### config.mk
export PLATFORM = sky130hd
export DESIGN_NAME = text_update_ctrl
export DESIGN_NICKNAME = d
export VERILOG_FILES = /design/src/rtl/text_update_ctrl.sv
export SDC_FILE = /design/constraint.sdc
export NUM_CORES = 1
export LEC_CHECK = 0
export ABC_CLOCK_PERIOD_IN_PS = 4000
export BUFFER_PORTS_ARGS = -buffer_cell sky130_fd_sc_hd__buf_2
export CORE_MARGIN = 5
export CORE_UTILIZATION = 25
export CTS_CLUSTER_SIZE = 10
export DETAILED_ROUTE_END_ITERATION = 10
export MAX_ROUTING_LAYER = met4
export PLACE_DENSITY_LB_ADDON = 0.15
export SETUP_SLACK_MARGIN = 0.2
export SYNTH_ARGS = -nofsm -noshare
export SYNTH_HDL_FRONTEND = slang
export SYNTH_SLANG_ARGS = --single-unit
### constraint.sdc
create_clock -name clk -period 4 [get_ports clk]
set_input_delay 0.2 -clock clk [delete_from_list [all_inputs] [get_ports clk]]
set_output_delay 0.2 -clock clk [all_outputs]
set_load 0.02 [all_outputs]
### src/rtl/text_update_ctrl.sv
// Arbitrates two character writers into a shadow line and commits it to the display on frame start.
// Also keeps the frame-paced display value. Acks are registered and last one cycle each.
module text_update_ctrl #(
    parameter int              NCHAR       = 8,
    parameter int              CW          = 4,
    parameter logic [NCHAR*CW-1:0] INIT_LINE = 32'hEEDA_EECB,
    parameter int              TICK_FRAMES = 30,
    parameter int              VAL_W       = 6
) (
    input  logic                       clk,
    input  logic                       rst,
    input  logic                       newframe,
    input  logic                       hold,
    input  logic                       req0,
    input  logic [$clog2(NCHAR)-1:0]   idx0,
    input  logic [CW-1:0]              code0,
    output logic                       ack0,
    input  logic                       req1,
    input  logic [$clog2(NCHAR)-1:0]   idx1,
    input  logic [CW-1:0]              code1,
    output logic                       ack1,
    output logic [NCHAR*CW-1:0]        line_out,
    output logic [VAL_W-1:0]           value_out,
    output logic                       commit,
    output logic                       dirty
);
    localparam int IW = $clog2(NCHAR);
    localparam int LW = NCHAR * CW;
    localparam int FW = 8;

    typedef enum logic {CLEAN, DIRTY} state_t;

    state_t            state_q, state_d;
    logic [LW-1:0]     shadow_q, shadow_d;
    logic [LW-1:0]     line_q, line_d;
    logic [VAL_W-1:0]  val_q, val_d;
    logic [FW-1:0]     fcnt_q, fcnt_d;
    logic              ack0_q, ack0_d;
    logic              ack1_q, ack1_d;
    logic              ptr_q, ptr_d;
    logic              commit_q, commit_d;

    logic              elig0, elig1, grant0, grant1, wr_en;
    logic [IW-1:0]     wr_idx;
    logic [CW-1:0]     wr_code;

    always_comb begin
        // A requester still high in its own ack cycle is holding stale data, so it is not eligible.
        elig0   = req0 & ~ack0_q;
        elig1   = req1 & ~ack1_q;
        grant0  = elig0 & (~elig1 | ~ptr_q);
        grant1  = elig1 & ~grant0;
        wr_en   = grant0 | grant1;
        wr_idx  = grant0 ? idx0 : idx1;
        wr_code = grant0 ? code0 : code1;

        ack0_d   = grant0;
        ack1_d   = grant1;
        ptr_d    = (elig0 & elig1) ? ~ptr_q : ptr_q;
        shadow_d = shadow_q;
        line_d   = line_q;
        commit_d = 1'b0;
        state_d  = state_q;
        fcnt_d   = fcnt_q;
        val_d    = val_q;

        if (wr_en) begin
            shadow_d[wr_idx*CW +: CW] = wr_code;
        end

        case (state_q)
            CLEAN: begin
                if (wr_en) begin
                    state_d = DIRTY;
                end
            end
            DIRTY: begin
                // Commit takes the pre-write shadow; a same-cycle write waits for the next frame.
                if (newframe) begin
                    line_d   = shadow_q;
                    commit_d = 1'b1;
                    state_d  = wr_en ? DIRTY : CLEAN;
                end
            end
            default: state_d = CLEAN;
        endcase

        if (newframe && !hold) begin
            if (fcnt_q == FW'(TICK_FRAMES - 1)) begin
                fcnt_d = '0;
                val_d  = val_q + VAL_W'(1);
            end else begin
                fcnt_d = fcnt_q + FW'(1);
            end
        end
    end

    always_ff @(posedge clk) begin
        if (!rst) begin
            state_q  <= CLEAN;
            shadow_q <= INIT_LINE;
            line_q   <= INIT_LINE;
            val_q    <= '0;
            fcnt_q   <= '0;
            ack0_q   <= 1'b0;
            ack1_q   <= 1'b0;
            ptr_q    <= 1'b0;
            commit_q <= 1'b0;
        end else begin
            state_q  <= state_d;
            shadow_q <= shadow_d;
            line_q   <= line_d;
            val_q    <= val_d;
            fcnt_q   <= fcnt_d;
            ack0_q   <= ack0_d;
            ack1_q   <= ack1_d;
            ptr_q    <= ptr_d;
            commit_q <= commit_d;
        end
    end

    assign ack0      = ack0_q;
    assign ack1      = ack1_q;
    assign line_out  = line_q;
    assign value_out = val_q;
    assign commit    = commit_q;
    assign dirty     = (state_q == DIRTY);
endmodule

Word level (Yosys, flattened, before mapping)
Cells that the tools add are included.
- register bits: 83
- input port bits: 20
- output and inout port bits: 42
- add/sub/neg operators: 3
- eq/ne operators: 1
- shift operators: 2
- mux-type cells: 8
- bitwise operators: 13
- reductions and logical operators: 5
- operator list (operator ; number):
    negator 5 -> 34 bit ; 1
    variable shift 4 x 34 -> 32 bit, first input constant ; 1
    indexed part select 4 x 34 -> 32 bit ; 1
    bitwise mux 32 bit ; 1
    adder 8 x 1 -> 8 bit, second input constant ; 1
    == test 8 x 5 -> 1 bit, second input constant ; 1
    two-way mux 8 bit ; 1
    adder 6 x 1 -> 6 bit, second input constant ; 1
    NOT 1 bit ; 6
    AND reduction 2 bit ; 3
    bitwise AND 1 bit ; 5
    two-way mux 4 bit ; 1
    two-way mux 1 bit ; 3
    two-way mux 3 bit ; 1
    bitwise OR 1 bit ; 2
    one-hot mux 1 bit (2 select lines) ; 1
    logical AND 1 bit ; 1
    zero test 1 bit ; 1

Logic depth before layout (Yosys ltp)
Gate-level depths: netlist (run 1).
- word-level depth: 11
- gate-level depth with buffers: 12

Least setup slack after synthesis (run 1)
OpenSTA, ideal clock, no wires.
- path kind: register to register
- start point: register ack1_q, in the netlist ack1
- end point: register shadow_q[11]
- arrival: 2.618 ns
- required time: 3.879 ns
- setup slack: 1.261 ns
- cell stages (with the launch flop): 11
- path buffers: 0
- period minus slack after synthesis: 2.739 ns
- path through: dfxtp_1 > and3b_1 > o21ai_0 > nand2_1 > inv_1 > ha_1 > ha_1 > nand2_1 > nor4_1 > o21ai_1 > mux2_2
- longest elaborated chain between the ends: 9
- ends and longest elaborated chain (element ; line ; source):
    start, declared ; 39 ; logic ack1_q, ack1_d;
    start signal, assigned ; 116 ; ack1_q <= ack1_d;
    NOT 1 bit (*) ; 50 ; elig1 = req1 & ~ack1_q;
    bitwise AND 1 bit (*) ; 50 ;
    NOT 1 bit ; 51 ; grant0 = elig0 & (~elig1 | ~ptr_q);
    bitwise OR 1 bit ; 51 ;
    bitwise AND 1 bit ; 51 ;
    two-way mux 3 bit ; 54 ; wr_idx = grant0 ? idx0 : idx1;
    negator 5 -> 34 bit ; 68 ; shadow_d[wr_idx*CW +: CW] = wr_code;
    indexed part select 4 x 34 -> 32 bit or variable shift 4 x 34 -> 32 bit (tied branches) ; 68 ;
    bitwise mux 32 bit ; 68 ;
    end signal, assigned ; 111 ; shadow_q <= shadow_d;
    end, declared ; 34 ; logic [LW-1:0] shadow_q, shadow_d;
Every way passes the cells marked *; elsewhere a longest branch is shown, timed or not.
A chain may end at the register's enable or synchronous reset.

Worst setup path after layout (run 1)
- start point: register ack0_q, in the netlist ack0
- end point: register shadow_q[22]
- longest elaborated chain between the ends: 7
- ends and longest elaborated chain (element ; line ; source):
    start, declared ; 38 ; logic ack0_q, ack0_d;
    start signal, assigned ; 115 ; ack0_q <= ack0_d;
    NOT 1 bit (*) ; 49 ; elig0 = req0 & ~ack0_q;
    bitwise AND 1 bit (*) ; 49 ;
    bitwise AND 1 bit (*) ; 51 ;
    two-way mux 3 bit ; 54 ;
    negator 5 -> 34 bit ; 68 ;
    indexed part select 4 x 34 -> 32 bit or variable shift 4 x 34 -> 32 bit (tied branches) ; 68 ;
    bitwise mux 32 bit ; 68 ;
Marked as above.

==> impl_results.md, run 1 <==
* Routability congestion estimate at 0.862
* Max Cap Violations at 0
* Yosys cell types at 43
* Post-synthesis sequential area ratio at 47.3%
* Hold path depth at 3
* Drt wl/cell at about 14 um
* Vias per cell at 4.60
* Drt total wl at 9250 um
* Max Clock Freq at approximately 310 MHz
* Post-synthesis mux area share at 9.69%
* Post-route ant nets at 0
* Slew margin rel. at 28.7%
* Clock Path Buffers at 2
* Syn avg cell area at 8.76 sq um
* Pre-antenna DRT Iters at 4
* Status: finished, final reports clean
* FILL cells at 1,441
* Die Span Y at ~130 um
* Core Rows at 43
* Critical Path Start Type: register
* Io pins at 62
* Synthesized instance count at 401
* Crit path kind: register to register
* Worst min path class: input pin to register
* Core Area at 13,800 sq um
* CTS clk-pin slew, worst paths at 60 ps
* Layout area overhead at 21.1%
* Cts hold-fix bufs at 0
* Leak at about 0.0018 uW
* Fin area at 4250 sq um
* CTS tree: done
* Share of layout cells above drive strength 1 at 19.3%
* Synth area leader: dfxtp_1
* Final period util at roughly four fifths
* Gr ovfl total at 0
* Initial Util at 25.4%
* Number of synthesized flops with an enable pin at 0
* Inst Count DP at 624
* Async set-or-reset flop fraction in the synthesized netlist at 0%
* Post-synth top flop: dfxtp_1
* Reg2reg setup slack at 780 ps
* Compound-gate portion of the synthesized area at between 10 and 15%
* Flops & latches, synth at 83
* Initial antenna violation count at 0
* Final Hold Fails at 0
* Port Buffer Count at 61
* PD cells at 454 nW/um^2
* Worst-Margin Slew at 1070 ps
* Antenna cells at 0
* FF-to-FF End: shadow_q[22]$_SDFFE_PN1P_
* Post-Synth XOR/XNOR Area at under 10%
* Total number of vias at 2,946
* Largest family of logic cells by synthesized area: simple AND/OR/NAND/NOR gates
* Tot GR Track Use at 11.8%
* # DRC at 0
* Setup TNS at 0 ps
* Post-Place Cell Area at 3970 sq um
* CTS-repair resized insts at 0
* Post-Synth Simple-Gate Area at 24.6%
* First-pass GRT wire length at ~15,000 um
* Setup bufs post-CTS at 0
* Clock Sinks at 83
* Commonest non-fill, non-tap cell in the layout: nand2_1
* Max-slew violations at 0
* Commonest non-fill, non-tap cells in the layout: 84 x nand2_1, 83 x dfxtp_1, 61 x buf_2, 34 x nor2_1, 28 x mux2i_1
* Largest net degree at the start of global routing at 55
* Vias in the first global route at between 2,000 and 3,000
* Worst r2r path cells at 11
* Worst-path fanout max at 10
* Post-synthesis adder-cell area fraction at 1.78%
* Clk_lat worst skew at 330 ps
* Post-Syn Nets at 426
* Setup crit end kind: register
* Detailed placement HPWL at 6650 um
* Final cell count without fillers at between 600 and 700
* CP arrival at 3470 ps
* R2R Path Start: ack0$_SDFF_PN0_
* Top cells by area, synth: dfxtp_1 47%, nand2_1 9.0%, mux2i_1 8.0%
* Full die area at approximately 17,000 sq um
* Mapped Area at between 3000 and 4000 sq um
* Peak VDD IR at 179 uV
* DRT iter0 DRCs at 139
* DIE WIDTH at 129 um
* Layout Skew at 6.28 ps
* Warnings from Yosys at 0
* Nets at 480
* Setup Viol. Count Final at 0
* Hold path start: newframe
* CTS Buf Count at 9
* Yosys top cell area share at 47.3%
* H-tree depth at 3
* Worst Path Required at approximately 4300 ps
* Hold Path Sink: dirty$_SDFF_PN0_
* CTS root buf: clkbuf_16
* Final min period at about 3200 ps
* RSZ-0062 raised after global routing: no
[worst max-delay path: stages, from the launching register on]
cell,delay [ps]
dfxtp_1,330
nand2b_1,300
o21ai_0,490
nand2_1,200
inv_1,230
ha_1,270
ha_1,300
nand2b_1,160
a21oi_1,160
o21ai_0,150
a21oi_2,320
mux2i_1,230
[worst max path at each step]
stage	start	cells past startpoint	endpoint	slack [ps]
4_1_cts	ack0$_SDFF_PN0_	11	shadow_q[22]$_SDFFE_PN1P_	840
2_1_floorplan	ack1$_SDFF_PN0_	10	shadow_q[11]$_SDFFE_PN1P_	1260
3_3_place_gp	ack0$_SDFF_PN0_	11	shadow_q[23]$_SDFFE_PN1P_	1020
3_5_place_dp	ack0$_SDFF_PN0_	11	shadow_q[22]$_SDFFE_PN1P_	860
5_1_grt	ack0$_SDFF_PN0_	11	shadow_q[23]$_SDFFE_PN1P_	420
6_report	ack0$_SDFF_PN0_	11	shadow_q[22]$_SDFFE_PN1P_	780
[area by class of cell]
type,count,area (sq um),area share (%)
Clock buffer,13,260,6.12
Clock inverter,3,21.3,0.500
Inverter,8,30.0,0.706
Multi-Input combinational cell,289,1730,40.6
Sequential cell,83,1660,39.1
Tap cell,180,225,5.30
Timing Repair Buffer,64,328,7.71
[power by group]
group	switching (uW)	internal (uW)	total (uW)	leakage, uW
registers	20.1	865	885	0.000676
clock network	332	457	789	0.000136
logic	167	90.1	257	0.00101
[sequential cells by signal, summed over array words and instances (netlist names)]
register	count
value_out	6
dirty	1
ack0	1
ack1	1
line_out	32
fcnt_q	8
ptr_q	1
commit	1
shadow_q	32
[through the flow]
stage / worst slack (ps) / util [%] / total power (uW) / hold WS (ps)
floorplan: 1260 / - / 1090 / 382
global placement: 1020 / 28.7 / 1160 / 446
detailed placement: 858 / 28.7 / 1160 / 448
CTS: 835 / 30.8 / 1960 / 172
global route: 419 / 30.8 / 2020 / 207
finish: 783 / 30.8 / 1930 / 175
[logic make-up after synthesis]
family	after synthesis
and+or+nand+nor	187
muxes	33
AOI/OAI and AO/OA	52
adders and majority gates	5
buffers and inverters	29
xor gates and xnor gates	12
DFF	83
[cells in the mapped netlist, types with 3 or more instances]
cell and instances:
a21oi_1 20, nor2_1 34, nand3_1 26, xor2_1 10
nand2b_1 8, and2_1 4, dfxtp_1 83, o221ai_1 3
clkbuf_1 17, nand3b_1 4, o211ai_1 6, and3_1 6
mux2i_1 28, inv_1 7, o21ai_0 7, nand4_1 5
nor3_1 3, mux2_2 4, ha_1 5, nor4_1 4
nand2_1 84
[layer usage]
metal	routed length, um	vias up	GRT usage [%]	share of wire [%]
met5	0	-	-	0
met4	213	0	5.13	2.3
met3	375	18	2.53	4.1
met2	4010	69	16.9	43
met1	4660	1376	16.1	50
li1	-	1483	-	-
Power figures use the tool's default switching activity.
==> run 2: changes to the inputs <==
--- a/config.mk
+++ b/config.mk
@@ -5,7 +5,7 @@
 export SDC_FILE = /design/constraint.sdc
 export NUM_CORES = 1
 export LEC_CHECK = 0
-export ABC_CLOCK_PERIOD_IN_PS = 4000
+export ABC_CLOCK_PERIOD_IN_PS = 3100
 export BUFFER_PORTS_ARGS = -buffer_cell sky130_fd_sc_hd__buf_2
 export CORE_MARGIN = 5
 export CORE_UTILIZATION = 25
==> constraint.sdc (replaced) <==
create_clock -name clk -period 3.1 [get_ports clk]
set_input_delay 0.155 -clock clk [delete_from_list [all_inputs] [get_ports clk]]
set_output_delay 0.155 -clock clk [all_outputs]
set_load 0.02 [all_outputs]
==> run 2 against run 1 <==
Register-to-register slack got worse by 420 ps. Clock-buffer cell count fell by 3. First-iteration DRC count rose by 9.4%. Sequential share of layout area fell by 0.79 points. Fmax rose by 18%. Worst setup slack got worse by 420 ps. Die area did not move. Clock skew rose by 4.1 ps. Flip-flop and latch count did not move. Core utilization rose by 0.63 points. Combinational power rose by 33%. Wire length rose by 2.7%. Largest power group unchanged.
==> impl_results.md, run 2 (same netlist as run 1, synthesis figures left out) <==
* Status: finished, final reports clean
* Routability congestion estimate at 0.851 (-1.3%)
* Layout area overhead at 23.6%
* FILL cells at 1,478 (+2.6%)
* Max Clock Freq at 366 MHz (+18%)
* Antenna cells at 0 (unchanged)
* Reg power frac at 43.9% (-1.9 points)
* Drt total wl at 9500 um (+2.7%)
* Die Span Y at 129 um (unchanged)
* Int Power at 1890 uW (+34%)
* Inst Count DP at 626 (+0.32%)
* RSZ-0062 raised after global routing: no
* Worst-path fanout max at 10 (unchanged)
* Setup TNS at 0 ps (unchanged)
* H-tree depth at 3 (unchanged)
* Switch share at 27.2% (+0.30 points)
* Clk pwr share at 42.9% (+2.0 points)
* WHS at 137 ps (-38.1 ps)
* Full die area at 16,500 sq um (unchanged)
* Core Area at 13,800 sq um (unchanged)
* CTS Buf Count at 9 (unchanged)
* Port Buffer Count at 61 (unchanged)
* Total number of vias at 2,954 (+0.27%)
* Critical Path Start Type: register
* Core Rows at 43 (unchanged)
* DIE WIDTH at 129 um (unchanged)
* Worst-Margin Slew at 880 ps (-189 ps)
* Final min period at 2740 ps (-481 ps)
* Commonest non-fill, non-tap cells in the layout: 84 x nand2_1, 83 x dfxtp_1, 61 x buf_2, 34 x nor2_1, 28 x mux2i_1
* Layout Skew at 10.4 ps (+4.09 ps)
* CTS root buf: clkbuf_16
* Fin area at 4340 sq um (+2.1%)
* Slew margin rel. at 41.3% (+13 points)
* Reg2reg setup slack at 360 ps (-420 ps)
* CTS clk-pin slew, worst paths at 70 ps (about the same)
* Tot GR Track Use at 12.5% (+0.66 points)
* Setup crit end kind: register
* Crit path kind: register to register
* CP arrival at 2960 ps (-510 ps)
* Post-route ant nets at 0 (unchanged)
* NetSw at 708 uW (+36%)
* Peak VDD IR at 235 uV (+31%)
* Final period util at 88.2% (+7.8 points)
* Io pins at 62 (unchanged)
* Initial antenna violation count at 0 (unchanged)
* Worst Path Required at 3330 ps (-930 ps)
* DRT iter0 DRCs at 152 (+9.4%)
* Setup Viol. Count Final at 0 (unchanged)
* Initial Util at 25.4% (unchanged)
* Vias in the first global route at 2,902 (+1.1%)
* Cts hold-fix bufs at 0 (unchanged)
* Gr ovfl total at 0 (unchanged)
* Largest net degree at the start of global routing at 55 (unchanged)
* Post-Place Cell Area at 3990 sq um (+0.38%)
* Max-slew violations at 0 (unchanged)
* Vias per cell at 4.57 (-0.66%)
* First-pass GRT wire length at 15,700 um (+3.8%)
* Clock Sinks at 83 (unchanged)
* Leak at 0.00186 uW (+2.3%)
* Final cell count without fillers at 646 (+0.94%)
* Clk_lat worst skew at 340 ps (about the same)
* Combinational power share at 13.1% (-0.2 points)
* Nets at 486 (+1.3%)
* Share of layout cells above drive strength 1 at 21.7% (+2.3 points)
* PD cells at 599 nW/um^2 (+32%)
* CTS tree: done
* Max Cap Violations at 0 (unchanged)
* Drt wl/cell at 14.7 um (+1.8%)
* Total power at 2600 uW (+35%)
* Worst min path class: input pin to register
* Pre-antenna DRT Iters at 4 (unchanged)
* Clock Path Buffers at 2 (unchanged)
* Detailed placement HPWL at 6730 um (+1.2%)
* Commonest non-fill, non-tap cell in the layout: nand2_1
* # DRC at 0 (unchanged)
* Final Hold Fails at 0 (unchanged)
run 2: path summary, 6_finish.rpt:
| path | endpoint | startpoint | cells past startpoint |
|---|---|---|---|
| setup / recovery | shadow_q[11]$_SDFFE_PN1P_ | ack0$_SDFF_PN0_ | 10 |
| hold / removal | dirty$_SDFF_PN0_ | newframe | 3 |
| setup reg to reg | shadow_q[11]$_SDFFE_PN1P_ | ack0$_SDFF_PN0_ | 10 |
| hold reg to reg | line_out[5]$_SDFFE_PN0P_ | shadow_q[5]$_SDFFE_PN0P_ | 2 |
run 2: metal layers:
layer | up-vias | track usage [%] | wire, um
met5 | - | - | 0
met4 | 0 | 4.20 | 151
met3 | 8 | 2.95 | 432
met2 | 69 | 18.3 | 4280
met1 | 1375 | 16.9 | 4640
li1 | 1502 | - | -
run 2: power groups by stage:
| stage | registers, uW | logic, uW | clock network (uW) |
|---|---|---|---|
| floorplan | 1190 | 210 | 0 |
| global placement | 1170 | 334 | 0 |
| detailed placement | 1170 | 335 | 0 |
| CTS | 1140 | 341 | 1160 |
| global route | 1150 | 380 | 1210 |
| finish | 1140 | 342 | 1120 |
run 2: area by class of cell:
cell class                      instances  area [sq um]  area share [%]
Clock buffer                           10           239            5.51
Clock inverter                          6          73.8            1.70
Inverter                                8          31.3           0.721
Multi-Input combinational cell        289          1740            40.0
Sequential cell                        83          1660            38.3
Tap cell                              180           225            5.19
Timing Repair Buffer                   70           373            8.59
run 2: metrics by stage:
| step | worst slack, ps | utilization [%] |
|---|---|---|
| finish | 364 | 31.4 |
| global route | 204 | 31.4 |
| CTS | 174 | 31.3 |
| detailed placement | 128 | 28.8 |
| global placement | 261 | 28.8 |
| floorplan | 361 | - |
run 2: worst max-delay path, stage by stage (launching register included):
cell and delay (ps):
dfxtp_1 330, nand2b_2 280, o21ai_2 210, nand2_1 150, inv_2 150, ha_1 230, ha_1 290, nand2_1 220
nor4_1 80, o21ai_1 280, mux2_2 380
run 2: what timing repair did:
action                     4_1_cts  5_1_grt
resized for setup                1        5
setup endpoints to repair       20       32
setup buffers                    3        1
pin swaps                        2        0
==> run 3: changes to the inputs <==
--- a/config.mk
+++ b/config.mk
@@ -5,7 +5,7 @@
 export SDC_FILE = /design/constraint.sdc
 export NUM_CORES = 1
 export LEC_CHECK = 0
-export ABC_CLOCK_PERIOD_IN_PS = 3100
+export ABC_CLOCK_PERIOD_IN_PS = 2900
 export BUFFER_PORTS_ARGS = -buffer_cell sky130_fd_sc_hd__buf_2
 export CORE_MARGIN = 5
 export CORE_UTILIZATION = 25
==> constraint.sdc (replaced) <==
create_clock -name clk -period 2.9 [get_ports clk]
set_input_delay 0.145 -clock clk [delete_from_list [all_inputs] [get_ports clk]]
set_output_delay 0.145 -clock clk [all_outputs]
set_load 0.02 [all_outputs]
==> run 3 against run 2 <==
First-iteration DRC count is the same. Hold slack got worse by 15 ps. Cell area grew 1.9%. Core utilization is 0.60 points higher. Global-route usage decreased by 0.20 points. Worst setup slack got worse by 12 ps. Clock-buffer cell count is 2 higher. Cell count grew 0.93%. Clock power is 8% higher. Non-clock buffer count increased by 6. Clock skew is 5.0 ps lower. Critical endpoint is now shadow_q[0]$_SDFFE_PN1P_. Largest cell class unchanged.
==> impl_results.md, run 3 (same netlist as run 1, synthesis figures left out) <==
* PD cells at 636 nW/um^2 (+6.1%)
* Area occupied by multi-input gates at 1770 sq um (+1.9%)
* Wl on met1 at 4720 um (+1.7%)
* Setup Viol. Count Final at 0 (unchanged)
* # DRC at 0 (unchanged)
* Vias in the first global route at 2,919 (+0.59%)
* Layout area overhead at 25.9%
* Routability congestion estimate at 0.862 (+1.3%)
* Pre-antenna DRT Iters at 4 (unchanged)
* Full die area at 16,500 sq um (unchanged)
* Max Cap Violations at 0 (unchanged)
* Final Hold Fails at 0 (unchanged)
* Worst min path class: input pin to register
* CTS Buf Count at 9 (unchanged)
* Post-Place Cell Area at 4000 sq um (+0.38%)
* Leak at 0.00191 uW (+2.2%)
* DRT iter0 DRCs at 152 (unchanged)
* Initial Util at 25.4% (unchanged)
* Gr ovfl total at 0 (unchanged)
* Drt wl/cell at 14.5 um (-1.1%)
* Share of layout cells above drive strength 1 at 23.7% (+2.1 points)
* Final period util at 87.9% (-0.39 points)
* DIE WIDTH at 129 um (unchanged)
* Top Metal Used: met4
* CP arrival at 2750 ps (-210 ps)
* Clock Path Buffers at 2 (unchanged)
* Io pins at 62 (unchanged)
* Antenna cells at 0 (unchanged)
* Drt total wl at 9480 um (-0.22%)
* Nets at 492 (+1.2%)
* Max-slew violations at 0 (unchanged)
* Critical Path Start Type: register
* Peak VDD IR at 288 uV (+23%)
* CTS root buf: clkbuf_16
* Slew margin rel. at 33.3% (-8.0 points)
* Crit path kind: register to register
* CTS tree: done
* Initial antenna violation count at 0 (unchanged)
* Worst-path fanout max at 11 (+1)
* Hold path start: newframe
* Met3 WL at 368 um (-15%)
* First-pass GRT wire length at 15,600 um (-0.66%)
* Die Span Y at 129 um (unchanged)
* FILL cells at 1,478 (unchanged)
* Largest net degree at the start of global routing at 55 (unchanged)
* Final WS setup at 352 ps (-12.2 ps)
* Reg2reg setup slack at 350 ps (about the same)
* Pre-CTS setup slack at 80.7 ps (-47.5 ps)
* R2R Path Start: ack1$_SDFF_PN0_
* Total number of vias at 2,968 (+0.47%)
* Tot GR Track Use at 12.3% (-0.20 points)
* Status: finished, final reports clean
* Core Rows at 43 (unchanged)
* Total power at 2810 uW (+8.2%)
* Post-route ant nets at 0 (unchanged)
* Core Area at 13,800 sq um (unchanged)
* Worst-Margin Slew at 998 ps (+118 ps)
* RSZ-0062 raised after global routing: yes
* Met2 Wirelength at 4240 um (-0.84%)
* Detailed placement HPWL at 6760 um (+0.50%)
* CTS clk-pin slew, worst paths at 60 ps (about the same)
* Hold path depth at 3 (unchanged)
* Max Clock Freq at 392 MHz (+7.4%)
* Fin area at 4420 sq um (+1.9%)
* Port Buffer Count at 61 (unchanged)
* Final min period at 2550 ps (-188 ps)
* Setup TNS at 0 ps (unchanged)
* H-tree depth at 3 (unchanged)
* Hold Path Sink: dirty$_SDFF_PN0_
* Worst r2r path cells at 9 (-1)
* Worst Path Required at 3100 ps (-230 ps)
* Layout Skew at 5.36 ps (-5.01 ps)
* Reg area at 1660 sq um (unchanged)
* FF-to-FF End: shadow_q[0]$_SDFFE_PN1P_
* WHS at 122 ps (-14.5 ps)
* Vias per cell at 4.55 (-0.45%)
* Clock Sinks at 83 (unchanged)
* Setup crit end kind: register
* Commonest non-fill, non-tap cells in the layout: 83 x nand2_1, 83 x dfxtp_1, 61 x buf_2, 34 x nor2_1, 28 x mux2i_1
* Clk_lat worst skew at 340 ps (about the same)
-- run 3: critical path, stage by stage (launching register included) --
cell,delay (ps)
dfxtp_1,340
and3b_2,270
nor2_4,150
mux2_4,370
inv_6,120
ha_1,290
nor2_1,160
o2111a_1,330
nor4b_2,300
a31oi_1,70
-- run 3: final cells by class --
cell class,count,area share [%]
clock buffer,12,6.03
sequential,83,37.6
timing repair buffer,76,9.45
multi-input combinational,289,40.0
tap,180,5.09
clock inverter,4,1.07
inverter,8,0.792
-- run 3: how the worst max path moves through the flow --
stage                     from                         to  slack [ps]  cells after the start
6_report       ack1$_SDFF_PN0_   shadow_q[0]$_SDFFE_PN1P_         350                      9
5_1_grt        ack1$_SDFF_PN0_  shadow_q[22]$_SDFFE_PN1P_         200                     11
3_5_place_dp   ack0$_SDFF_PN0_  shadow_q[27]$_SDFFE_PN1P_          80                     11
3_3_place_gp   ack0$_SDFF_PN0_   shadow_q[0]$_SDFFE_PN1P_         150                     10
4_1_cts        ack0$_SDFF_PN0_   shadow_q[4]$_SDFFE_PN0P_         210                      8
2_1_floorplan  ack1$_SDFF_PN0_  shadow_q[11]$_SDFFE_PN1P_         270                     10
-- run 3: metrics by stage --
| stage | instances | utilization [%] |
|---|---|---|
| finish | 652 | 32.0 |
| global placement | 628 | 28.9 |
| floorplan | 401 | - |
| detailed placement | 628 | 28.9 |
| CTS | 646 | 31.4 |
| global route | 652 | 32.0 |
-- run 3: repair_timing --
item / in CTS / in global routing
pin swaps: 2 / 4
cloned: 0 / 0
hold buffers: 0 / 0
setup endpoints to repair: 17 / 32
setup buffers: 2 / 6
gates resized for setup: 4 / 10
-- run 3: routing by layer --
layer | GRT usage [%] | up-vias
li1 | - | 1509
met2 | 18.2 | 69
met3 | 2.24 | 9
met1 | 16.8 | 1381
met5 | - | -
met4 | 4.51 | 0
-- run 3: power breakdown --
part / internal (uW) / switching [uW]
registers: 1190 / 28.7
clock network: 735 / 473
logic: 145 / 239
total: 2070 / 742
